==> config.mk <==
export PLATFORM = sky130hd
export DESIGN_NAME = ifetch_unit
export DESIGN_NICKNAME = d
export VERILOG_FILES = /design/src/rtl/fetch_pkg.sv /design/src/rtl/fetch_queue.sv /design/src/rtl/ifetch_unit.sv
export SDC_FILE = /design/constraint.sdc
export NUM_CORES = 1
export LEC_CHECK = 0
export ABC_AREA = 1
export BUFFER_PORTS_ARGS = -buffer_cell sky130_fd_sc_hd__buf_2
export CAP_MARGIN = 10
export CORE_MARGIN = 5
export CORE_UTILIZATION = 40
export DETAILED_ROUTE_END_ITERATION = 16
export PLACE_DENSITY_LB_ADDON = 0.3
export SYNTH_ARGS = -nofsm -noshare
export SYNTH_HDL_FRONTEND = slang
export SYNTH_HIERARCHICAL = 1
export SYNTH_SLANG_ARGS = --single-unit
==> constraint.sdc <==
create_clock -name clk -period 6.37 [get_ports clk]
set_clock_uncertainty 0.1 [all_clocks]
set_input_delay 0.3185 -clock clk [delete_from_list [all_inputs] [get_ports clk]]
set_output_delay 0.3185 -clock clk [all_outputs]
set_load 0.02 [all_outputs]
==> src/rtl/fetch_pkg.sv <==
// fetch_pkg: shared types and constants for the instruction-fetch stage.
//   WORD_W / word_t : instruction and word-address width (32 bits).
//   RESET_PC        : first fetch address after reset.
//   NOP             : word presented on inst while nothing is queued.
//   entry_t         : queue entry {pc, inst}.
//   CNT_W/cnt_width : width of a 0..DEPTH occupancy counter.
package fetch_pkg;

  localparam int WORD_W        = 32;
  localparam int DEPTH_DEFAULT = 4;

  localparam logic [WORD_W-1:0] RESET_PC = 32'h0000_0000;
  localparam logic [WORD_W-1:0] NOP      = 32'h0000_0000;

  typedef logic [WORD_W-1:0] word_t;

  typedef struct packed {
    word_t pc;
    word_t inst;
  } entry_t;

  // Counters must hold the value DEPTH itself, hence DEPTH+1 states.
  function automatic int cnt_width(input int depth);
    return $clog2(depth + 1);
  endfunction

  localparam int CNT_W = $clog2(DEPTH_DEFAULT + 1);

endpackage

==> src/rtl/fetch_queue.sv <==
// fetch_queue: synchronous DEPTH-entry FIFO of {pc, inst} entries.
//   clk, srst   : clock, synchronous active-high reset.
//   flush_i     : empties the queue at the edge (wins over push/pop).
//   push_i      : write push_entry_i at the tail.
//   pop_i       : drop the head entry.
//   head_o      : head entry, combinational (valid only when !empty_o).
//   count_o     : occupancy 0..DEPTH.
//   full_o      : count_o == DEPTH.
//   empty_o     : count_o == 0.
module fetch_queue
  import fetch_pkg::*;
#(
  parameter int DEPTH = 4,
  parameter int CNT_W = cnt_width(DEPTH)
) (
  input  logic             clk,
  input  logic             srst,
  input  logic             flush_i,
  input  logic             push_i,
  input  entry_t           push_entry_i,
  input  logic             pop_i,
  output entry_t           head_o,
  output logic [CNT_W-1:0] count_o,
  output logic             full_o,
  output logic             empty_o
);

  localparam int PTR_W = $clog2(DEPTH);

  entry_t           mem_q [DEPTH];
  logic [PTR_W-1:0] wr_ptr_q, wr_ptr_d;
  logic [PTR_W-1:0] rd_ptr_q, rd_ptr_d;
  logic [CNT_W-1:0] count_q, count_d;
  logic             push_ok, pop_ok;

  assign full_o  = (count_q == CNT_W'(DEPTH));
  assign empty_o = (count_q == '0);
  assign count_o = count_q;
  assign head_o  = mem_q[rd_ptr_q];

  // A push into a full queue is accepted only when the head leaves in the
  // same cycle, so the slot being written is the one just vacated.
  assign push_ok = push_i && (!full_o || pop_i);
  assign pop_ok  = pop_i && !empty_o;

  always_comb begin
    wr_ptr_d = wr_ptr_q;
    rd_ptr_d = rd_ptr_q;
    count_d  = count_q;
    if (flush_i) begin
      wr_ptr_d = '0;
      rd_ptr_d = '0;
      count_d  = '0;
    end else begin
      if (push_ok) wr_ptr_d = wr_ptr_q + PTR_W'(1);
      if (pop_ok)  rd_ptr_d = rd_ptr_q + PTR_W'(1);
      if (push_ok && !pop_ok)      count_d = count_q + CNT_W'(1);
      else if (pop_ok && !push_ok) count_d = count_q - CNT_W'(1);
    end
  end

  always_ff @(posedge clk) begin
    if (srst) begin
      wr_ptr_q <= '0;
      rd_ptr_q <= '0;
      count_q  <= '0;
    end else begin
      wr_ptr_q <= wr_ptr_d;
      rd_ptr_q <= rd_ptr_d;
      count_q  <= count_d;
    end
  end

  // Storage carries no reset; occupancy is tracked by the pointers alone.
  always_ff @(posedge clk) begin
    if (push_ok && !flush_i) mem_q[wr_ptr_q] <= push_entry_i;
  end

  // The upstream credit scheme must never push into a full, non-draining queue.
  always_ff @(posedge clk) begin
    if (!srst && !flush_i) assert (!(push_i && full_o && !pop_i));
  end

endmodule

==> src/rtl/ifetch_unit.sv <==
// ifetch_unit: decoupled instruction-fetch stage.
//   clk, reset                     : clock, synchronous active-high reset.
//   imem_req_valid/ready/addr      : fetch request to instruction memory.
//   imem_rsp_valid/data            : in-order responses, latency >= 1 cycle.
//   redirect_valid/redirect_pc     : one-cycle PC redirect, flushes everything.
//   inst_valid/ready               : handshake towards decode.
//   inst, inst_pc, inst_pc_plus_1  : head instruction, its PC and PC+1.
// Fetch credit: queued + outstanding + to-be-dropped responses never exceed
// DEPTH, so every response that is kept always finds a free queue slot.
module ifetch_unit #(
  parameter int                DATA_W   = 32,
  parameter int                DEPTH    = 4,
  parameter logic [DATA_W-1:0] RESET_PC = fetch_pkg::RESET_PC
) (
  input  logic              clk,
  input  logic              reset,
  output logic              imem_req_valid,
  input  logic              imem_req_ready,
  output logic [DATA_W-1:0] imem_req_addr,
  input  logic              imem_rsp_valid,
  input  logic [DATA_W-1:0] imem_rsp_data,
  input  logic              redirect_valid,
  input  logic [DATA_W-1:0] redirect_pc,
  output logic              inst_valid,
  input  logic              inst_ready,
  output logic [DATA_W-1:0] inst,
  output logic [DATA_W-1:0] inst_pc,
  output logic [DATA_W-1:0] inst_pc_plus_1
);

  import fetch_pkg::*;

  localparam int QCNT_W = cnt_width(DEPTH);
  localparam int SUM_W  = QCNT_W + 2;

  logic [DATA_W-1:0] fetch_pc_q, fetch_pc_d;
  logic [QCNT_W-1:0] outstanding_q, outstanding_d;
  logic [QCNT_W-1:0] drop_q, drop_d;

  logic [QCNT_W-1:0] q_count;
  logic              q_full, q_empty;
  entry_t            q_head, q_push_entry;
  logic              q_push, q_pop;

  logic [SUM_W-1:0]  in_use;
  logic              credit_ok, req_fire, rsp_keep, rsp_drop;
  logic [DATA_W-1:0] oldest_pc;

  // Credit comes only from registered state; a dequeue this cycle frees
  // its slot for issue on the next cycle.
  assign in_use    = SUM_W'(q_count) + SUM_W'(outstanding_q) + SUM_W'(drop_q);
  assign credit_ok = (in_use < SUM_W'(DEPTH)) && !q_full;

  assign imem_req_valid = !reset && !redirect_valid && credit_ok;
  assign imem_req_addr  = fetch_pc_q;
  assign req_fire       = imem_req_valid && imem_req_ready;

  assign rsp_drop = imem_rsp_valid && (drop_q != '0);
  assign rsp_keep = imem_rsp_valid && (drop_q == '0);

  // Responses return in order, so the oldest outstanding request's PC is
  // fetch_pc minus the number still in flight.
  assign oldest_pc         = fetch_pc_q - DATA_W'(outstanding_q);
  assign q_push_entry.pc   = oldest_pc;
  assign q_push_entry.inst = imem_rsp_data;
  assign q_push            = rsp_keep && !redirect_valid && !reset;

  assign inst_valid     = !reset && !q_empty && !redirect_valid;
  assign q_pop          = inst_valid && inst_ready;
  assign inst           = q_empty ? NOP : q_head.inst;
  assign inst_pc        = q_head.pc;
  assign inst_pc_plus_1 = q_head.pc + DATA_W'(1);

  always_comb begin
    fetch_pc_d    = fetch_pc_q;
    outstanding_d = outstanding_q;
    drop_d        = drop_q;
    if (redirect_valid) begin
      // Everything still in flight becomes garbage; a response landing this
      // cycle is discarded now and therefore not counted again.
      fetch_pc_d    = redirect_pc;
      outstanding_d = '0;
      drop_d        = drop_q + outstanding_q - QCNT_W'(imem_rsp_valid);
    end else begin
      if (req_fire) fetch_pc_d = fetch_pc_q + DATA_W'(1);
      outstanding_d = outstanding_q + QCNT_W'(req_fire) - QCNT_W'(rsp_keep);
      drop_d        = drop_q - QCNT_W'(rsp_drop);
    end
  end

  always_ff @(posedge clk) begin
    if (reset) begin
      fetch_pc_q    <= RESET_PC;
      outstanding_q <= '0;
      drop_q        <= '0;
    end else begin
      fetch_pc_q    <= fetch_pc_d;
      outstanding_q <= outstanding_d;
      drop_q        <= drop_d;
    end
  end

  fetch_queue #(
    .DEPTH (DEPTH),
    .CNT_W (QCNT_W)
  ) u_queue (
    .clk          (clk),
    .srst         (reset),
    .flush_i      (redirect_valid),
    .push_i       (q_push),
    .push_entry_i (q_push_entry),
    .pop_i        (q_pop),
    .head_o       (q_head),
    .count_o      (q_count),
    .full_o       (q_full),
    .empty_o      (q_empty)
  );

endmodule

# == Word-level counts from Yosys, hierarchy flattened ==
# Memory sizes are Yosys's and may differ from the RTL's. A register that Yosys moved wholly into a read port is not among the register bits.
# Cells that the tools add are included.
# W data, S select, Z words.
# word_totals
wordCells,62
mem_count,1
mem_bits_rw,256
regBits,45
out_inout_bits,130
# mem_list
name,depth,word_bits,read_ports,rd_clocked_by_memory_dff,wr,line_no,rtl
u_queue.mem_q,4,64,1,1,1,fetch_queue.sv:30,entry_t mem_q [DEPTH];
# op_classes
n_reduce_logical,29
n_eq_ne,1
n_mux,10
n_addsub,14
magnitude_cmp,1
# ops
operator,count
$mux W32,3
$add A32 B1 Y32 const B,2
$sub A32 B3 Y32,1
$logic_and A1 B1 Y1,16
$mux W3,3
$sub A3 B1 Y3,3
$logic_not A1 Y1,6
$logic_not A3 Y1,2
$add A4 B3 Y5,1
$lt A5 B3 Y1 const B,1
$add A2 B1 Y2 const B,2
$add A3 B3 Y4,1
$mux W2,2
$reduce_bool A2 Y1,2
$add A3 B1 Y3,1
$add A3 B1 Y3 const B,1
$add A3 B3 Y3,1
$eq A3 B3 Y1 const B,1
$reduce_bool A3 Y1,1
$sub A3 B1 Y3 const B,1
$mux W1,2
$reduce_or A2 Y1,1
$logic_or A1 B1 Y1,1

# == Longest topological paths before layout ==
# logic_depth
ltp_word,11
mapped_depth,18
ltp_nobuf,17

# == By module ==
# The synthesis kept the hierarchy.
# modules_own_cells
module,cells_each,n_inst,area_each_um2
fetch_queue,694,1,10010.9
ifetch_unit,900,1,5027.3

# == Worst setup path after synthesis ==
# OpenSTA, ideal clock, no wires.
# synth_path
path_type,reg2reg
from,"register u_queue.count_q[0], in the netlist u_queue/count_o[0]"
to,memory u_queue/mem_q[0][0] (netlist bit) (enable)
required_ps,5784
arrival_ps,4216
stages_incl_launch_ff,12
setup_time_ps,486
path_buffers,1
synth_period_minus_slack_ps,4802
path_slack_ps,1568
path_cell_list,dfxtp_1 > nor2_1 > nand2_1 > inv_1 > clkbuf_1 > nor3b_1 > inv_1 > nand3_1 > nand2_1 > inv_1 > nand2_1 > nor2_1
# synth_between
elab_chain_len,10
word_cells_on_any_way,12
cone_classes,eq/ne: 1; mux: 2; reduce/logical: 9
# synth_rtl
element,line_no,rtl
from (decl),fetch_queue.sv:33,"logic [CNT_W-1:0] count_q, count_d;"
from (signal assigned),fetch_queue.sv:70,count_q <= count_d;
$logic_not A3 Y1,fetch_queue.sv:37,assign empty_o = (count_q == '0);
net q_empty,ifetch_unit.sv:41,"logic q_full, q_empty;"
$logic_not A1 Y1,ifetch_unit.sv:68,assign inst_valid = !reset && !q_empty && !redirect_valid;
$logic_and A1 B1 Y1 (2 in a row),ifetch_unit.sv:68,
$logic_and A1 B1 Y1,ifetch_unit.sv:69,assign q_pop = inst_valid && inst_ready;
net q_pop,ifetch_unit.sv:43,"logic q_push, q_pop;"
$logic_or A1 B1 Y1,fetch_queue.sv:43,assign push_ok = push_i && (!full_o || pop_i);
$logic_and A1 B1 Y1,fetch_queue.sv:43,
net u_queue.push_ok,fetch_queue.sv:34,"logic push_ok, pop_ok;"
$logic_and A1 B1 Y1,fetch_queue.sv:76,if (push_ok && !flush_i) mem_q[wr_ptr_q] <= push_entry_i;
$mux W1,fetch_queue.sv:76,
$mux W1 (not written as such),fetch_queue.sv:76,
to (decl),fetch_queue.sv:30,
# The timed path passes the listed nets, and every way through them passes these cells.

==> impl_metrics.json <==
{
  "placed_area_mm2": 0.0164,
  "drv_cap": 0,
  "ant_nets": 0,
  "num_vias": 11900,
  "dr_wl_met3_um": 3020,
  "drive_gt1_frac": 0.168,
  "min_period_ps": 4680,
  "critPathArrivalTime_ps": 4260,
  "firstDrtPassIters": 5,
  "dp_hpwl_um": 28900,
  "antenna_found_initial": 0,
  "synthCells": 1594,
  "diodes": 0,
  "grt_pass1_wl_um": 64400,
  "die_h_um": 204,
  "clk_pin_slew_worst_paths_ps": 60,
  "synth.cell_area_mm2": 0.0150,
  "core_area_mm2": 0.0374,
  "cts_hold_buffers": 42,
  "timing_hold_violations_final": 0,
  "drc": 0,
  "synth.area.top_cells": "edfxtp_1, nand2_1, nor2_1, dfxtp_1, inv_1",
  "die_x_um": 204,
  "setup_viol": 0,
  "grt_max_degree": 94,
  "finalSetupTns_ps": 0,
  "synth_seq_cells": 303,
  "p_seq_frac": 0.486,
  "fillers": 3521,
  "avgSynthCellArea_um2": 9.43,
  "power_frac_clock": 0.407,
  "synth_fp_nets": 1691,
  "synth_top_area_share": 0.511,
  "ios": 200,
  "cts_tree": "yes",
  "fin_ws_ps": 1690,
  "post-route-util": 0.478,
  "top_layer": "met4",
  "cts-buffers-inserted": 34,
  "wl_met2_um": 18300,
  "grt_pass1_vias": 11600,
  "finalPower_mw": 4.66,
  "maxSlewViolCount": 0,
  "postCtsSetupBuffers": 0,
  "routed_wirelength_um": 41000,
  "power.net_switching_mw": 1.14,
  "dieArea_mm2": 0.0416,
  "fmax_ghz": 0.214,
  "finalInstanceArea_mm2": 0.0179,
  "synth_cell_types": 43,
  "viasPerCell": 5.07,
  "critPathCaptureType": "primary output",
  "maxSlewHeadroom": 0.218,
  "cts_max_path_buffers": 3,
  "comb_power_share": 0.107,
  "drtIter0Drc": 917,
  "grt.overflow.total": 0,
  "cts_sinks": 303,
  "grt_usage": 0.194,
  "initial_core_util": 0.402,
  "layout_common_cells": "nand2_1, nor2_1, edfxtp_1",
  "ctsRootBufferMaster": "clkbuf_16",
  "wl_met1_um": 18700,
  "crit_fanout": 77,
  "h-tree-depth": 2,
  "crit_type": "reg2out",
  "startpoint_type": "flip-flop",
  "layout_commonest_cell": "nand2_1",
  "ys_warn_count": 6,
  "power_density_mw_per_mm2": 261,
  "io_buffers": 199,
  "status": "completed",
  "routabilityCongestion": 0.878,
  "swShare": 0.244,
  "cts_resized": 0,
  "tightest_slew_ps": 1170,
  "final_nets": 1907,
  "wl_per_cell_um": 17.5,
  "crit_required_ps": 5950,
  "areaGrowthSynthToFinish_pct": 18.8,
  "p_leak_nw": 7.08,
  "place_ws_ps": 2210,
  "rsz0062_at_grt": "no",
  "ir_worst_vdd_v": 0.000172,
  "hp-class": "in2reg",
  "yosys.area.top_type": "edfxtp_1",
  "clkLatencyLatePin_ps": 510,
  "power.internal_mw": 3.52,
  "period_share": 0.734,
  "num_rows": 71,
  "ys_seq_area_frac": 0.574
}
==> flip-flops by register name, summed over array words and instances, names as in the netlist, named ones only <==
signal / cells
drop_q: 3
u_queue/wr_ptr_q: 2
outstanding_q: 3
u_queue/rd_ptr_q: 2
u_queue/count_o: 3
u_queue/mem_q: 256
imem_req_addr: 32
==> final cells by class <==
class                      instances  area [um2]  share of cell area
clock inverter                    16         171             0.00960
sequential                       303        8630               0.483
inverter                         160         609              0.0341
multi-input combinational       1057        5380               0.301
tap                              511         639              0.0358
timing repair buffer             254        1510              0.0848
clock buffer                      44         910              0.0509
==> through the flow <==
stage               std cells  hold WS, ps
global placement         2243          384
detailed placement       2243          386
global route             2345         55.6
floorplan                1594          317
CTS                      2345         1.37
finish                   2345         16.7
==> power groups by stage <==
stage          clock network (mW)  registers, mW  logic [mW]
3_5_place_dp                    0           2.31       0.482
4_1_cts                      1.94           2.26       0.504
3_3_place_gp                    0           2.30       0.470
6_report                     1.90           2.26       0.500
5_1_grt                      2.02           2.27       0.566
2_1_floorplan                   0           2.30       0.316
==> final timing paths <==
path	from	endpoint	slack, ps	cells past startpoint
worst min-delay path	redirect_pc[21]	imem_req_addr[21]$_SDFFE_PP0P_	20	5
worst min register to register	u_queue/rd_ptr_q[1]$_SDFFE_PP0P_	flip-flop	410	2
worst max register to register	outstanding_q[1]$_SDFF_PP0_	outstanding_q[2]$_SDFF_PP0_	2330	15
worst max-delay path	flip-flop	inst_pc_plus_1[28]	1690	10
==> logic make-up after synthesis <==
| group | count (synthesis) | synth area share |
|---|---|---|
| buffers and inverters | 234 | 0.0702 |
| AO/OA/AOI/OAI | 241 | 0.0859 |
| adder cells (fa/ha/maj) | 27 | 0.0260 |
| flip-flops | 303 | 0.574 |
| AND/OR/NAND/NOR | 725 | 0.207 |
| XOR/XNOR | 64 | 0.0373 |
==> synth_stat cells, drive strengths merged <==
cell    instances
o21ai         149
nor2          287
buf            43
o22ai          64
nand3         100
a21oi          26
nor3           15
nand2         297
o221ai          1
edfxtp        256
fa              7
nand4          11
clkinv          2
ha             20
nor3b           1
inv           158
nor4            6
nand3b          7
xnor2          17
xor2           47
a31oi           1
or2             1
dfxtp          47
clkbuf         31
==> worst max-delay path, stage by stage (launching register included) <==
cell and delay, ps:
dfxtp_4 450, inv_4 630, buf_4 610, o21ai_1 110, o22ai_1 340, ha_1 270, nand3_2 150, nor4_2 450
nand4_1 180, xnor2_1 270, buf_2 220
==> metal layers <==
layer	vias to the layer above	track usage
li1	5799	-
met1	5571	0.284
met2	457	0.306
met3	63	0.0262
met4	0	0.0482
met5	-	0
Note: power is estimated with default switching activity, not from simulation.
